<file path="src/rtl/sq_pkg.sv">
// Shared definitions for the integer square calculator.
// Holds the default operand width and the controller state encoding so
// that the square block and its sqrt partner agree on both.
package sq_pkg;

    localparam int SQ_WIDTH_DEFAULT = 8;

    typedef enum logic [1:0] {
        IDLE = 2'd0,
        CALC = 2'd1,
        DONE = 2'd2
    } sq_state_t;

endpackage : sq_pkg

</file>
<file path="src/rtl/int_square_calculator.sv">
// Integer square calculator: sq = R * R via one shift-add step per clock.
//
// Ports
//   Clock  : single clock, all state updates on the rising edge
//   Reset  : synchronous, active-low
//   S      : start request, level; held high by requester until Done
//   R      : unsigned root operand, sampled only when a request starts
//   sq     : registered 2*WIDTH-bit square of the latched operand
//   Done   : high while sq holds the result of the current request
//   Busy   : high exactly while a calculation is in progress
//
// state | meaning
// IDLE  | waiting for S; sq keeps its last result
// CALC  | WIDTH shift-add steps, one per cycle, bit index = counter
// DONE  | result valid; wait for S to drop before accepting a new request
module int_square_calculator
    import sq_pkg::*;
#(
    parameter int WIDTH = SQ_WIDTH_DEFAULT
) (
    input  logic               Clock,
    input  logic               Reset,
    input  logic               S,
    input  logic [WIDTH-1:0]   R,
    output logic [2*WIDTH-1:0] sq,
    output logic               Done,
    output logic               Busy
);

    // Counter only needs to reach WIDTH-1; keep at least one bit for WIDTH=1.
    localparam int            CW   = (WIDTH > 1) ? $clog2(WIDTH) : 1;
    localparam logic [CW-1:0] LAST = CW'(WIDTH - 1);

    sq_state_t          state;
    logic [WIDTH-1:0]   operand;
    logic [2*WIDTH-1:0] acc;
    logic [CW-1:0]      cnt;

    logic [2*WIDTH-1:0] addend;
    logic [2*WIDTH-1:0] acc_next;

    // Partial product for the current bit; full 2*WIDTH-bit width so the
    // running sum can never overflow.
    always_comb begin
        addend = '0;
        if (operand[cnt]) begin
            addend = {{WIDTH{1'b0}}, operand} << cnt;
        end
        acc_next = acc + addend;
    end

    always_ff @(posedge Clock) begin
        if (!Reset) begin
            state   <= IDLE;
            operand <= '0;
            acc     <= '0;
            cnt     <= '0;
            sq      <= '0;
            Done    <= 1'b0;
            Busy    <= 1'b0;
        end else begin
            case (state)
                IDLE: begin
                    if (S) begin
                        operand <= R;
                        acc     <= '0;
                        cnt     <= '0;
                        Busy    <= 1'b1;
                        state   <= CALC;
                    end
                end

                // S is deliberately ignored here: a dropped request still
                // completes and is acknowledged through DONE.
                CALC: begin
                    acc <= acc_next;
                    if (cnt == LAST) begin
                        sq    <= acc_next;
                        Done  <= 1'b1;
                        Busy  <= 1'b0;
                        state <= DONE;
                    end else begin
                        cnt <= cnt + 1'b1;
                    end
                end

                DONE: begin
                    if (!S) begin
                        Done  <= 1'b0;
                        state <= IDLE;
                    end
                end

                default: begin
                    Done  <= 1'b0;
                    Busy  <= 1'b0;
                    state <= IDLE;
                end
            endcase
        end
    end

endmodule : int_square_calculator

</file>
<file path="config.mk">
export PLATFORM = sky130hd
export DESIGN_NAME = int_square_calculator
export DESIGN_NICKNAME = d
export VERILOG_FILES = /design/src/rtl/sq_pkg.sv /design/src/rtl/int_square_calculator.sv
export SDC_FILE = /design/constraint.sdc
export NUM_CORES = 1
export LEC_CHECK = 0
export BUFFER_PORTS_ARGS = -buffer_cell sky130_fd_sc_hd__buf_2
export CORE_MARGIN = 2
export CORE_UTILIZATION = 25
export CTS_CLUSTER_SIZE = 20
export DETAILED_ROUTE_END_ITERATION = 8
export PLACE_DENSITY = 0.43
export SLEW_MARGIN = 30
export SYNTH_ARGS = -nofsm -noshare
export SYNTH_HDL_FRONTEND = slang
export SYNTH_SLANG_ARGS = --single-unit
export TNS_END_PERCENT = 1
</file>
<file path="constraint.sdc">
create_clock -name Clock -period 4.4 [get_ports Clock]
set_input_delay 0.22 -clock Clock [delete_from_list [all_inputs] [get_ports Clock]]
set_output_delay 0.22 -clock Clock [all_outputs]
set_load 0.02 [all_outputs]
</file>
Yosys cells after proc, flatten, opt, wreduce, memory -nomap -nowiden:

Cells that the tools add are included.

* add/subtract/negate cells: 2
* magnitude comparators: 1
* equal/unequal tests: 7
* shift-type cells: 1
* mux-type cells: 18
* bitwise gates (word level): 2
* reduce and logical (&&, ||, !) cells: 9

Operator list (number)
* 2-to-1 mux 16 bit: 2
* one-hot mux 16 bit (2 select lines): 1
* adder 16 bit: 1
* << shifter 8 x 3 -> 16 bit: 1
* AND reduction 3 bit: 4
* inequality test 2 bit (second input constant): 4
* 2-to-1 mux 2 bit: 3
* 2-to-1 mux 3 bit: 2
* one-hot mux 1 bit (3 select lines): 2
* one-hot mux 2 bit (3 select lines): 1
* one-hot mux 3 bit (2 select lines): 1
* AND reduction 2 bit: 3
* 2-to-1 mux 1 bit: 5
* less-than comparator 3 x 4 -> 1 bit (second input constant): 1
* adder 3 x 1 -> 3 bit (second input constant): 1
* binary-select mux 1 bit (select 3 bit): 1
* == test 3 bit (second input constant): 1
* == test 2 x 1 -> 1 bit (second input constant): 1
* == test 2 bit (second input constant): 1
* logical NOT 2 bit: 1
* NOT 1 bit: 2
* nonzero test 2 bit: 1

* bits in registers: 47
* input port bits: 11
* output and inout port bits: 18

Depth between registers and ports, before layout:

* depth in word-level cells: 5
* gate-level depth with buffers: 14
* depth with buffers taken out: 13

Least setup slack after synthesis:

No wires, ideal clock.

* kind: register -> register
* start: reg cnt[0]
* end: reg sq[14]
* library setup time: 116 ps
* arrival time: 2980 ps
* path slack: 1304 ps
* stages on the path, launching flop included: 13
* path buffers: 1
* clock period less this slack: 3096 ps
* cell sequence: dfxtp_1 > mux4_2 > nand2b_1 > and2_1 > clkbuf_1 > nor2_1 > ha_1 > a21o_1 > a221o_2 > a311oi_2 > or3_4 > mux2i_1 > nor2_1

* cells in the longest elaborated chain, start to end: 4
* elaborated cells on any way between the ends: 7
* classes of those cells: add/sub (1); eq/ne (1); shift (1); mux (3); reduce/logical (1)

RTL lines
* start, declared: line int_square_calculator.sv:37 `logic [CW-1:0] cnt;`
* start signal, assigned: line int_square_calculator.sv:83 `cnt <= cnt + 1'b1;`
* binary-select mux 1 bit (select 3 bit): line int_square_calculator.sv:46 `if (operand[cnt]) begin`
* 2-to-1 mux 1 bit (implied by the code): line int_square_calculator.sv:46
* 2-to-1 mux 16 bit: line int_square_calculator.sv:46
* adder 16 bit: line int_square_calculator.sv:49 `acc_next = acc + addend;`
* end signal, assigned: line int_square_calculator.sv:78 `sq <= acc_next;`
* end, declared: line int_square_calculator.sv:25 `output logic [2*WIDTH-1:0] sq,`

Parallel ways exist; a longest one is shown, timed or not. The select of a mux whose other input is x is not followed.
A chain may end at the register's enable or synchronous reset.

Final worst setup path:

* start: reg cnt[0]
* end: reg acc[15]

* cells in the longest elaborated chain, start to end: 5
* elaborated cells on any way between the ends: 6
* classes of those cells: add/sub (1); shift (1); mux (4)

RTL lines
* binary-select mux 1 bit (select 3 bit): line int_square_calculator.sv:46
* 2-to-1 mux 1 bit (implied by the code): line int_square_calculator.sv:46
* 2-to-1 mux 16 bit *: line int_square_calculator.sv:46
* adder 16 bit *: line int_square_calculator.sv:49
* one-hot mux 16 bit (2 select lines) *: line int_square_calculator.sv:62 `case (state)`
* end signal, assigned: line int_square_calculator.sv:76 `acc <= acc_next;`
* end, declared: line int_square_calculator.sv:36 `logic [2*WIDTH-1:0] acc;`

Mark *: on every way between the ends. The rest lies on a longest branch, timed or not. The select of a mux whose other input is x is not followed.

==> run metrics <==
clk slew on worst S/H paths about 0.060 ns; Diodes inserted 0; top cell family by delay on the critical path compound AO/OA/AOI/OAI gates; Setup Buffers After CTS 0; crit end category flip-flop; grt ovf 0; initial antenna violation count 0; PwrDens between 200 and 300 nW/um2; crit-path cells buf_4 -> mux4_2 -> nand2_1 -> and2_1 -> a211oi_1 -> ha_1 -> a21oi_1 -> o21ai_0 -> a221oi_2 -> nand3_1 -> mux2i_1 -> o21ai_0; Slowest cell on crit path mux4_2; Worst VDD drop 0.112 mV; CTS H-tree lvls 2; clk buf depth 2; synthesized instance count ~360; DRC violations left 0; HP Class in -> reg; clock sinks 47; CP peak stage delay 0.51 ns; most frequent cells in the layout nand2_1 (57), dfxtp_1 (47), nor2_1 (45), a21oi_1 (44), buf_2 (28); DR vias/cell just under 5; vias in the first global route around 2600; Ports 29; die area between 10000 and 15000 um2; Unique masters post-synth 51; gpl congestion around 0.85; Crit path top cell by count o21ai_0; Final ANT Viol Nets 0; DRT iter0 DRCs 110; critical path fanouts, max 17; Final setup viols 0; Worst setup SP type flip-flop; Clk Latency, worst-skew pair 0.29 ns; Worst-Margin Slew around 0.87 ns; Overall Power roughly 0.95 mW; post-CTS sizing 0; Port Buffers 28; XOR/XNOR Fraction of Synth Area approximately 3.4%; core footprint 10900 um2; layout cells sized above 1 between 10% and 20%; Root Buffer clkbuf_16; first-pass GRT wire length ~13 mm; most common cell after layout, fill and taps aside nand2_1; Routed wire per std cell approximately 15 um; Area Growth Syn to Fin 14.8%; DP Wirelength ~5.6 mm; Hold WS about 0.16 ns; DIE WIDTH between 100 and 150 um; final worst path period need around 3.6 ns; Synth Register Bits 47; GRT Resource Usage Total a little over an eighth; total CTS buffers 5; DRT Pass-1 Iters 4; Post-synth EDFFs 0; status finished, final reports clean; CP Class reg -> reg; Avg Cell Area, Syn 7.84 um2; row count 38; post-synthesis mux area share 5.97%; largest net degree at the start of global routing 35; Max Transition Viols Final 0; worst setup margin approximately 0.8 ns; RSZ-0062 raised after global routing false; maxcap violations 0; Clock Skews around 0.0079 ns; Nets 409; Most used DFF post-synth dfxtp_1; syn_nets 390; CTS tree built; setup_tns 0 ns; final hold violations 0; Bufs and invs on worst path 1; vias between 2000 and 3000; largest family of logic cells by synthesized area simple AND/OR/NAND/NOR gates; Leak Pwr around 1.3 nW; Worst EP required about 4.6 ns; WL final around 7.6 mm; final cycle utilization of the critical path 82.2%; Cell Area, Synth approximately 2800 um2; register-to-register setup slack a little under 0.8 ns; asr flop ratio synth 0%; Slew HR a little over two fifths; Die H ~110 um; Synth Warn # 0; CTS Hold Bufs 0; FMAX ~280 MHz; Initial Util between 20 and 30%; Setup WS pre-CTS about 0.82 ns; CP arrival 3.78 ns; Adder-Cell Fraction of Synth Area around 8.2%; compound-gate portion of the synthesized area 22.0%; sequential area share after synthesis between 30% and 40%; simple logic cell fraction of the synthesized area around a quarter; Layout Utilization ~30%
[cells in the mapped netlist, types with 2 or more instances]
library cell | instances | area share, %
nand3_1 | 14 | 2.5
xor2_1 | 3 | 0.93
o22ai_1 | 2 | 0.44
o21a_1 | 2 | 0.53
dfxtp_1 | 47 | 33
o21ai_1 | 3 | 0.53
mux2i_1 | 9 | 3.2
clkbuf_1 | 13 | 1.7
o2111ai_1 | 3 | 0.93
a21o_1 | 7 | 1.9
a21oi_1 | 44 | 7.8
nand2b_1 | 5 | 1.1
a211oi_1 | 7 | 1.9
nor2b_1 | 5 | 1.1
a22oi_1 | 2 | 0.53
xnor2_1 | 8 | 2.5
a31oi_1 | 5 | 1.1
buf_2 | 6 | 1.1
nand3b_1 | 2 | 0.53
nand2_1 | 57 | 7.6
nand4_1 | 2 | 0.44
inv_1 | 3 | 0.40
and2_1 | 2 | 0.44
ha_1 | 17 | 7.5
nor2_1 | 45 | 6.0
nor3_1 | 4 | 0.71
o21ai_0 | 14 | 2.5
and4_1 | 2 | 0.62
mux2_2 | 3 | 1.2
and3_1 | 3 | 0.66
mux4_2 | 2 | 1.6
[final timing paths]
path | cells after the start | start | to
worst max-delay path | 12 | cnt[0] | acc[15]
worst min-delay path | 3 | R[5] | operand[5]
worst max register to register | 12 | cnt[0] | acc[15]
worst min register to register | 2 | sq[6] | sq[6]
[report_power, final]
| group | internal [mW] | switching, mW |
|---|---|---|
| clock | 0.265 | 0.161 |
| sequential | 0.433 | 0.0108 |
| combinational | 0.0294 | 0.0545 |
[per-layer routing]
metal,share of wire (%),track usage (%),up-vias
met5,0,0,-
met2,45,21.6,27
met3,2.7,2.70,8
met4,1.0,3.30,0
li1,-,-,1321
met1,51,18.6,1218
[logic make-up (layout without fill, tap and decap cells)]
| group | after synthesis | count (layout) |
|---|---|---|
| buffers and inverters | 24 | 43 |
| AOI/OAI and AO/OA | 99 | 99 |
| adders and majority gates | 18 | 18 |
| and+or+nand+nor | 148 | 148 |
| muxes | 14 | 14 |
| xor gates and xnor gates | 11 | 11 |
| DFF | 47 | 47 |
[sequential cells by signal (all words and copies together), names as in the netlist]
| name | flops |
|---|---|
| operand | 8 |
| cnt | 3 |
| state | 2 |
| Done | 1 |
| sq | 16 |
| acc | 16 |
| Busy | 1 |
[stage by stage]
step,area [um2],instances
2_1_floorplan,2830,361
3_3_place_gp,3090,513
3_5_place_dp,3090,513
4_1_cts,3250,520
5_1_grt,3250,520
6_report,3250,520
[worst register-to-register path, stage by stage (launching register included)]
cell and delay, ns:
dfxtp_1 0.48, buf_4 0.28, mux4_2 0.52, nand2_1 0.13, and2_1 0.26, a211oi_1 0.09
ha_1 0.42, a21oi_1 0.36, o21ai_0 0.16, a221oi_2 0.31, nand3_1 0.14, mux2i_1 0.23
o21ai_0 0.11
[area by class of cell]
class | count | area (um2)
multi-input cells | 290 | 1790
clock inverters | 1 | 30.0
inverters | 4 | 15.0
clock buffers | 6 | 129
fillers | 1230 | 7690
repair buffers | 32 | 170
flip-flops and latches | 47 | 941
well taps | 140 | 175
Power figures use the tool's default switching activity.
